**src/rtl/m_bb.sv**
```systemverilog
// 2x2 multiplier brick with per-operand signedness, registered and enable-gated output.
// Optional macro MBB_VALID_OUT_EN adds a registered p_valid output.
module m_bb (
    input  logic       clk,
    input  logic       rst,
    input  logic       en,
    input  logic [1:0] a,
    input  logic [1:0] b,
    input  logic [1:0] sel,
    output logic [3:0] p
`ifdef MBB_VALID_OUT_EN
    ,
    output logic       p_valid
`endif
);

    localparam int unsigned OP_W   = 2;
    localparam int unsigned EXT_W  = OP_W + 1;
    localparam int unsigned FULL_W = 2 * EXT_W;
    localparam int unsigned PROD_W = 2 * OP_W;

    logic signed [EXT_W-1:0]  a_ext;
    logic signed [EXT_W-1:0]  b_ext;
    logic signed [FULL_W-1:0] full_c;
    logic        [PROD_W-1:0] product_c;

    // Sign bit of each extended operand is its MSB only when that operand is selected as signed.
    always_comb begin
        a_ext     = $signed({sel[1] & a[1], a});
        b_ext     = $signed({sel[0] & b[1], b});
        full_c    = FULL_W'(a_ext) * FULL_W'(b_ext);
        product_c = full_c[PROD_W-1:0];
    end

    // Disabled cycles drive zero so downstream adders see no contribution.
    always_ff @(posedge clk) begin
        if (rst) begin
            p <= '0;
        end else if (en) begin
            p <= product_c;
        end else begin
            p <= '0;
        end
    end

`ifdef MBB_VALID_OUT_EN
    always_ff @(posedge clk) begin
        if (rst) begin
            p_valid <= 1'b0;
        end else begin
            p_valid <= en;
        end
    end
`endif

endmodule

```
**config.mk**
```make
export PLATFORM = sky130hd
export DESIGN_NAME = m_bb
export DESIGN_NICKNAME = d
export VERILOG_FILES = /design/src/rtl/m_bb.sv
export SDC_FILE = /design/constraint.sdc
export NUM_CORES = 1
export LEC_CHECK = 0
export ABC_AREA = 1
export BUFFER_PORTS_ARGS = -buffer_cell sky130_fd_sc_hd__buf_4
export CAP_MARGIN = 20
export CORE_AREA = 2 2 39 41
export CTS_BUF_LIST = sky130_fd_sc_hd__clkbuf_16
export DETAILED_ROUTE_END_ITERATION = 8
export DIE_AREA = 0 0 41 43
export SYNTH_ARGS = -nofsm -noshare
export SYNTH_HDL_FRONTEND = slang
export SYNTH_SLANG_ARGS = --single-unit
```
**constraint.sdc**
```tcl
create_clock -name clk -period 2.6 [get_ports clk]
set_clock_uncertainty 0.15 [all_clocks]
set_input_delay 0.52 -clock clk [delete_from_list [all_inputs] [get_ports clk]]
set_output_delay 0.52 -clock clk [all_outputs]
set_load 0.02 [all_outputs]
```
Word level (Yosys, flattened, before mapping)
Index checks and enable logic that the tools add are counted.

Bitwise logic cells: 3. Reductions and logical operators: 1. Multiply operators: 1.

Operator list (number): $mul A3 B3 Y4 (1); $and A1 B1 Y1 (2); $reduce_or A2 Y1 (1); $not A1 Y1 (1).

Logic and storage cells: 6. Bits of input ports: 9. Flip-flop bits (word level): 4. Output and inout port bits: 4.

Longest topological paths before layout
Gate-level depths: netlist (run 1).

Word-level depth: 2. Gate-level depth with buffers: 12. Mapped depth without buffers: 12.

Worst setup path before layout (run 1)
OpenSTA, ideal clock, no wires.

Path kind: input to register. Start point: input port sel[0]. End point: register p[3]. Stages: 11. Arrival: 2.220 ns. Library setup time: 0.115 ns. Path buffers: 0. Data required time: 2.335 ns. Path slack: 0.115 ns. Path through: nand2_1 or2_2 fa_1 inv_1 fa_1 inv_1 nand2_1 nand2_1 nand2_2 a21oi_1 nor2_1.

Word-level cells in the longest chain between the ends: 2.

RTL lines: from (decl) (RTL line 9) `input logic [1:0] sel,`; $and A1 B1 Y1 (RTL line 30) `b_ext = $signed({sel[0] & b[1], b});`; $mul A3 B3 Y4 (RTL line 31) `full_c = FULL_W'(a_ext) * FULL_W'(b_ext);`; to (signal assigned) (RTL line 40) `p <= product_c;`; to (decl) (RTL line 10) `output logic [3:0] p`.

No other way between the ends. A chain may end at the register's enable or synchronous reset.

Worst setup path after layout (run 1)
Start point: input port b[1]. End point: register p[3].

Word-level cells in the longest chain between the ends: 2.

RTL lines: from (decl) (RTL line 8) `input logic [1:0] b,`; $and A1 B1 Y1 (RTL line 30); $mul A3 B3 Y4 (*) (RTL line 31).

Mark *: on every way between the ends. The rest lies on a longest branch, timed or not.

==> key figures, run 1 <==
Critical path
  • Worst EP required: roughly 2600 ps
  • Slowest stage delay, CP: around 530 ps
  • Critical Path End Type: flop
  • Most used cell, CP: nand2_1
  • Slowest cell on the critical path: fa_1
  • Crit-path max FO: 2
  • CP Launch Type: input pin
  • WS Path Type: in -> reg
  • Critical-path cell list: buf_4 > nand2_1 > or2_2 > fa_1 > inv_1 > fa_1 > inv_1 > nand2_1 > nand2_1 > nand2_2 > a21oi_1 > nor2_1
  • Crit path arrival time: 2350 ps

Clock tree
  • CTS Buffer Depth: 2
  • Number of hold buffers added after CTS: 0
  • CTS tree: done
  • CTS root buf: clkbuf_16
  • Setup bufs post-CTS: 0
  • # resized after CTS: 0
  • CTS H-tree lvls: 1
  • TritonCTS sink count: 4
  • CTS Buf Count: 3
  • Reg clk slew, reported paths: 30 ps

Place
  • Input/output buffers: 12
  • GP Congestion: 0.632
  • Placed insts: 73
  • HPWL after DPL: ~470 um

Die
  • Starting Density: 0.205
  • Core area: 1380 sq um
  • I/O pins: 13
  • Die area: 1760 sq um
  • Row cnt: 14
  • Die width: between 40 and 50 um
  • Die Span Y: 43 um

Logic synthesis
  • Synth cell count leaders: inv_1, nand2_1, nor2_1
  • Mapped Area: approximately 280 sq um
  • Number of cells produced by synthesis: 42
  • Async set-reset flop share out of synthesis: 0
  • Syn_nets: 54
  • Netlist cell types: 12
  • Largest cells by area after synthesis: dfxtp_1, inv_1, fa_1
  • Synth warn: 0
  • Predominant post-synthesis flop cell: dfxtp_1
  • Cell taking the most area after synthesis: dfxtp_1
  • Post-synth top area share: 0.282
  • Count leader, synth: inv_1
  • Synthesized flop and latch total: 4
  • Post-synth EDFFs: 0
  • Avg Cell Area, Syn: between 6 and 7 sq um
  • Post-synthesis sequential area ratio: 0.282

Pwr
  • Max rail drop VDD: approximately 0.00029 V
  • Power per cell area: 728 nW/um^2
  • Leakage: ~0.29 nW

Layout
  • Post-Layout Cell Count: 76
  • ANT cells: 0
  • Fin util: 0.355
  • Syn-to-layout area delta: 73.1%
  • Final nets: between 70 and 80
  • Largest regs: p (4)
  • Layout cells sized above 1: 0.367
  • Most flops, register: p
  • Max FFs per register: 4

STA
  • Period minus WS final: approximately 2400 ps
  • Worst-Margin Slew: 189 ps
  • Slew HR: 0.873
  • Fmax: approximately 0.42 GHz
  • Tcrit/Tclk final: 0.918
  • Fin. Hold Viols: 0
  • Setup violations, final: 0
  • Slew Limit Fails: 0
  • RSZ-0062 raised after global routing: false
  • Min Hold Slack: 403 ps

Route
  • Wire length per cell: 7.46 um
  • First-pass DRT Iterations: 4
  • Antenna Nets Post-Route: 0
  • Vias per inst: between 3 and 4
  • Via count: 300
  • Post-Route WL: ~570 um
  • Starting DRC count in detailed routing: 4
  • Number of remaining DRC errors: 0

Min path
  • Hold Path Class: in -> reg

Global routing
  • Largest net degree at the start of global routing: 5
  • First-pass GRT wire length: roughly 1000 um
  • Initial antenna violation count: 0
  • GRT Util Overall: 0.0895
  • Vias in the first global route: approximately 280
  • GRT overflow: 0

Flow run
  • Total of max-cap violations: 0

Status
  • Outcome: finished clean
## routing by layer
metal / track usage / up-vias / part of all wire
met1: 0.0971 / 132 / 0.38
met3: 0.0314 / 2 / 0.090
met5: 0 / - / 0
met2: 0.128 / 11 / 0.49
li1: - / 155 / -
met4: 0.0800 / 0 / 0.041
## stage by stage
stage | TNS, ps | cell area (sq um) | total power, mW | worst slack, ps
after global placement | -10.2 | 417 | 0.117 | -10.2
final | 0 | 492 | 0.358 | 214
after CTS | 0 | 492 | 0.365 | 205
after floorplan | 0 | 284 | 0.0938 | 115
after detailed placement | -30.5 | 417 | 0.117 | -30.5
after global routing | 0 | 492 | 0.373 | 85.3
## logic make-up (layout without fill, tap and decap cells)
logic type	count (synthesis)	in the layout	synth area share
flip-flops	4	4	0.282
AO/OA/AOI/OAI	1	1	0.0176
adder cells (fa/ha/maj)	3	3	0.185
AND/OR/NAND/NOR	22	22	0.357
buffers and inverters	12	30	0.159
## worst max-delay path: cells and delay by family
family	cells	cell delay, ps
AO/OA/AOI/OAI	1	120
adder cells (fa/ha/maj)	2	930
buffers and inverters	3	190
AND/OR/NAND/NOR	6	600
## worst paths after layout
check / start / endpoint / cells after the start
setup / recovery: b[1] / p[3] / 12
hold / removal: rst / p[3] / 4
## power breakdown
group,switching [mW],internal [mW]
Clock,0.0455,0.197
Sequential,0.000802,0.0651
Combinational,0.0251,0.0248
Total,0.0714,0.287
## cell type report
class	count	area, sq um
multi-input cells	26	159
clock buffers	3	75.1
well taps	16	20.0
repair buffers	15	113
flip-flops and latches	4	80.1
fillers	146	892
inverters	12	45.0
## cells in the final DEF (no fill, tap or decap)
cell	netlist	routed
buf_4	0	15
inv_1	11	11
nand2_1	9	9
nor2_1	8	8
dfxtp_1	4	4
clkbuf_16	0	3
nand3_2	2	2
fa_1	2	2
clkinv_1	1	1
nand2_2	1	1
nand3_1	1	1
a21oi_1	1	1
or2_2	1	1
ha_1	1	1
(Power assumes the default switching activity.)
==> inputs of run 2 (changes only) <==
Settings changed: CTS_BUF_LIST sky130_fd_sc_hd__clkbuf_16 to sky130_fd_sc_hd__clkbuf_8.
Clock period 2.6 ns to 2.18 ns, I/O delays scaled along.
==> run 2 against run 1 <==
  * Sequential share of layout area down 0.90 points
  * Sequential power up 19%
  * Global-route usage down 1.3 points
  * Utilization up 2.1 points
  * Largest power group unchanged
==> key figures, run 2 (same netlist as run 1, synthesis figures left out) <==
Layout
  • Fin util: 0.376
  • Final nets: a little under 80
  • Multi-input logic area: ~190 sq um
  • ANT cells: 0
  • Most flops, register: p
  • Max FFs per register: 4
  • FF/Latch Area: approximately 80 sq um
  • Commonest non-fill, non-tap cells in the layout: buf_4, inv_1, nor2_1
  • Layout cells sized above 1: 0.484
  • Fillers: 146
  • Largest regs: p (4)
  • Syn-to-layout area delta: 83.3%
  • Most common cell after layout, fill and taps aside: buf_4

Global routing
  • Largest net degree at the start of global routing: 4
  • First-pass GRT wire length: around 920 um
  • GRT overflow: 0
  • GRT Util Overall: 0.0762
  • Vias in the first global route: about 290
  • Initial antenna violation count: 0

STA
  • Setup violations, final: 0
  • Fmax: ~0.46 GHz
  • Period minus WS final: 2170 ps
  • Worst-Margin Slew: around 210 ps
  • RSZ-0062 raised after global routing: true
  • Slew Limit Fails: 0
  • Min Hold Slack: around 330 ps
  • Fin. Hold Viols: 0
  • Tcrit/Tclk final: 0.997
  • Slew HR: 0.860

Pwr
  • Leakage: 0.291 nW
  • Clk pwr share: 0.499
  • Max rail drop VDD: 0.000140 V
  • Sw Share: 0.227
  • Power per cell area: 576 nW/um^2
  • Part of the power in registers: 0.263
  • Psw: slightly below 0.07 mW
  • Pint: about 0.23 mW
  • Combinational Power Share: 0.238

Flow run
  • Total of max-cap violations: 0

Place
  • Input/output buffers: 12
  • GP Congestion: a little under 0.7
  • HPWL after DPL: 516 um

Die
  • Starting Density: 0.205
  • Die Span Y: 43 um
  • Die width: 41 um
  • Die area: about 1800 sq um
  • Core area: between 1000 and 1500 sq um
  • I/O pins: 13
  • Row cnt: 14

Critical path
  • Critical Path End Type: flop
  • Worst EP required: 2130 ps
  • Crit path arrival time: 2130 ps
  • CP Depth: 12
  • Critical-path cell list: buf_4 > nand2_8 > or2_4 > fa_1 > inv_1 > fa_2 > inv_1 > nand2_2 > nand2_1 > nand2_2 > a21oi_2 > nor2_1
  • Crit-path leading delay family: adder cells
  • WS Path Type: in -> reg
  • Crit-path max FO: 2
  • CP Launch Type: input pin
  • Slowest stage delay, CP: between 400 and 500 ps
  • Slowest cell on the critical path: fa_1
  • CP bufs+invs: 3

Clock tree
  • TritonCTS sink count: 4
  • CTS root buf: clkbuf_8
  • CTS tree: done
  • CTS Buf Count: 3
  • CTS Buffer Depth: 2
  • Reg clk slew, reported paths: ~30 ps
  • CTS H-tree lvls: 1
  • Number of hold buffers added after CTS: 0

Route
  • Via count: about 300
  • Vias per inst: ~3.8
  • Post-Route WL: between 500 and 600 um
  • First-pass DRT Iterations: 2
  • Antenna Nets Post-Route: 0
  • Starting DRC count in detailed routing: 4
  • Wire length per cell: ~7 um
  • Number of remaining DRC errors: 0

Min path
  • WHS Endpoint: p[3]
  • Hold Path Class: in -> reg
  • Hold path start: rst
  • Hold depth: 4

Status
  • Outcome: finished clean
-- run 2: what timing repair did --
action                                  4_1_cts  5_1_grt
gates cloned                                  0        0
endpoints found under the setup margin        1        1
setup buffers                                 0        0
pin swaps                                     0        1
gates resized for setup                       1        0
-- run 2: final cells by class --
type / instances / area share
Multi-Input combinational cell: 26 / 0.368
Timing Repair Buffer: 19 / 0.274
Sequential cell: 4 / 0.154
Inverter: 12 / 0.0865
Clock buffer: 3 / 0.0793
Tap cell: 16 / 0.0385
-- run 2: per-layer routing --
metal / share of wire / routed length (um) / up-vias / global-route usage
li1: - / - / 164 / -
met1: 0.36 / 201 / 131 / 0.0737
met2: 0.57 / 318 / 8 / 0.128
met3: 0.070 / 39 / 0 / 0
met4: 0 / 0 / 0 / 0.0800
met5: 0 / 0 / - / 0
-- run 2: metrics by stage --
step | TNS [ps] | cells | instance area [sq um] | power, mW | setup WS (ps)
after detailed placement | -283 | 77 | 477 | 0.152 | -231
after floorplan | -30.2 | 42 | 314 | 0.116 | -30.2
final | 0 | 80 | 520 | 0.300 | 5.95
after global placement | -205 | 77 | 477 | 0.150 | -197
after CTS | 0 | 80 | 520 | 0.306 | 1.14
after global routing | -73.0 | 80 | 520 | 0.317 | -73.0
-- run 2: how the worst max path moves through the flow --
stage               startpoint  endpoint  slack, ps
CTS                       b[1]      p[3]          1
global route              b[1]      p[3]        -70
floorplan               sel[0]      p[3]        -30
finish                    b[1]      p[3]          6
detailed placement        b[1]      p[3]       -230
global placement          b[1]      p[3]       -200
-- run 2: worst min-delay path, delay by kind of cell --
family | cells | cell delay [ps]
buffers and inverters | 1 | 70
AND/OR/NAND/NOR | 3 | 130
-- run 2: power groups by stage --
| stage | Clock, mW | Combinational, mW | Sequential [mW] |
|---|---|---|---|
| floorplan | 0 | 0.0312 | 0.0846 |
| global placement | 0 | 0.0703 | 0.0795 |
| detailed placement | 0 | 0.0721 | 0.0798 |
| CTS | 0.154 | 0.0730 | 0.0789 |
| global route | 0.157 | 0.0803 | 0.0792 |
| finish | 0.150 | 0.0713 | 0.0787 |
==> inputs of run 3 (changes only) <==
Settings changed: ABC_CLOCK_PERIOD_IN_PS set to 2180, CELL_PAD_IN_SITES_DETAIL_PLACEMENT set to 2, CELL_PAD_IN_SITES_GLOBAL_PLACEMENT set to 2, CORE_AREA 2 2 39 41 to not set, CORE_MARGIN set to 2, CORE_UTILIZATION set to 20, DIE_AREA 0 0 41 43 to not set, PLACE_DENSITY_LB_ADDON set to 0.1.
==> run 3 against run 2 <==
  * The flow now finishes with violations (setup timing)
  * Via count rose by 8.3%
  * Highest routed layer is now met4
  * Routed wire length rose by 54%
  * Sequential share of layout area rose by 0.26 points
  * Largest power group unchanged
  * Combinational power is 4.6% higher
  * Clock power rose by 5%
  * Hold slack worse by 1.6 ps
  * Die area fell by 1.4%
==> key figures, run 3 (same netlist as run 1, synthesis figures left out) <==
Status
  • Outcome: finished, violations left
  • Failing checks: setup timing

Layout
  • Fin util: 0.388
  • Final nets: 77
  • FF/Latch Area: about 80 sq um
  • Commonest non-fill, non-tap cells in the layout: buf_4, inv_1, nor2_1
  • Most common cell after layout, fill and taps aside: buf_4
  • ANT cells: 0
  • Multi-input logic area: approximately 190 sq um
  • Largest regs: p (4)
  • Post-route cell area: 512 sq um
  • Post-Layout Cell Count: 78
  • Max FFs per register: 4
  • Layout cells sized above 1: 0.492
  • Syn-to-layout area delta: 80.2%
  • Fillers: between 150 and 200
  • Most flops, register: p

STA
  • Tcrit/Tclk final: 1.01
  • RSZ-0062 raised after global routing: true
  • Slew HR: 0.863
  • Setup ws final: -18.7 ps
  • Slew Limit Fails: 0
  • Fin. Hold Viols: 0
  • Period minus WS final: around 2200 ps
  • Fmax: around 0.45 GHz
  • Worst-Margin Slew: approximately 210 ps
  • Setup violations, final: 1

Clock tree
  • Number of hold buffers added after CTS: 0
  • Setup bufs post-CTS: 0
  • TritonCTS sink count: 4
  • CTS tree: done
  • CTS Buf Count: 3
  • CTS H-tree lvls: 1
  • # resized after CTS: 1
  • CTS root buf: clkbuf_8
  • CTS Buffer Depth: 2
  • Reg clk slew, reported paths: approximately 30 ps

Critical path
  • Slowest cell on the critical path: fa_1
  • Critical-path cell list: buf_4 > nand2_8 > or2_4 > fa_1 > inv_1 > fa_2 > nand2_1 > nand2_1 > nand2_2 > nand3_2 > nand2_1 > nor2_1
  • Most used cell, CP: nand2_1
  • Worst EP required: 2140 ps
  • Crit-path max FO: 2
  • Critical path endpoint: p[3]
  • Crit path arrival time: around 2200 ps
  • Slowest stage delay, CP: roughly 470 ps
  • CP Launch Type: input pin
  • WS Path Type: in -> reg
  • Setup crit start: b[1]
  • Critical Path End Type: flop

Die
  • Starting Density: 0.216
  • Die area: between 1500 and 2000 sq um
  • Core area: 1320 sq um
  • I/O pins: 13
  • Die width: 41.7 um
  • Die Span Y: 41.7 um
  • Row cnt: 13

Global routing
  • Initial antenna violation count: 0
  • First-pass GRT wire length: 1560 um
  • GRT Util Overall: 0.131
  • GRT overflow: 0
  • Largest net degree at the start of global routing: 5
  • Vias in the first global route: about 360

Pwr
  • Max rail drop VDD: 0.000259 V
  • Psw: 0.0789 mW
  • Power Total: 0.311 mW
  • Power per cell area: just over 600 nW/um^2
  • Pint: between 0.2 and 0.25 mW
  • Sw Share: 0.254
  • Leakage: 0.286 nW
  • Part of the power in registers: 0.253
  • Combinational Power Share: 0.240
  • Clk pwr share: 0.507

Route
  • Via count: between 300 and 400
  • First-pass DRT Iterations: 1
  • Number of remaining DRC errors: 0
  • Wire length per cell: ~11 um
  • Starting DRC count in detailed routing: 0
  • Post-Route WL: between 800 and 900 um
  • Antenna Nets Post-Route: 0
  • Vias per inst: between 4 and 5

Place
  • HPWL after DPL: roughly 770 um
  • DP Worst Slack: -285 ps
  • Placed insts: 75
  • GP Congestion: 0.723
  • Input/output buffers: 12
  • Placed Area: between 400 and 500 sq um

Flow run
  • Total of max-cap violations: 0

Min path
  • Hold Path Class: in -> reg
-- run 3: cell types whose count changed in the layout (fill, tap and decap cells not counted) --
cell	before	now
buf_4	19	18
inv_1	11	10
inv_2	0	1
-- run 3: final cells by class --
type                       instances  area share
sequential                         4       0.156
inverter                          12      0.0880
tap                               15      0.0367
clock buffer                       3      0.0807
multi-input combinational         26       0.374
timing repair buffer              18       0.264
-- run 3: worst max-delay path: cells and delay by family --
| family | cells | cell delay, ps |
|---|---|---|
| AND/OR/NAND/NOR | 8 | 720 |
| adder cells (fa/ha/maj) | 2 | 830 |
| buffers and inverters | 2 | 170 |
-- run 3: worst min path at each step --
stage | end | from | cells after the start | slack [ps]
after floorplan | p[0] | b[0] | 2 | 410
after global placement | p[3] | rst | 4 | 550
after detailed placement | p[3] | rst | 4 | 560
after CTS | p[3] | rst | 4 | 320
after global routing | p[3] | rst | 4 | 330
final | p[3] | rst | 4 | 330
-- run 3: per-layer routing --
metal,vias up,GRT usage,part of all wire
met2,9,0.203,0.55
met1,155,0.125,0.39
met3,2,0.0783,0.050
li1,162,-,-
met5,-,0,0
met4,0,0.0968,0.015
-- run 3: power by group through the flow --
stage / sequential [mW] / combinational, mW / clock [mW]
after floorplan: 0.0846 / 0.0312 / 0
after CTS: 0.0788 / 0.0764 / 0.166
after global placement: 0.0794 / 0.0704 / 0
after global routing: 0.0792 / 0.0837 / 0.176
after detailed placement: 0.0798 / 0.0742 / 0
final: 0.0788 / 0.0746 / 0.158
-- run 3: metrics by stage --
stage	TNS [ps]	hold WS, ps
2_1_floorplan	-30.2	405
3_3_place_gp	-248	547
3_5_place_dp	-356	561
4_1_cts	-32.7	324
5_1_grt	-108	329
6_report	-18.7	325
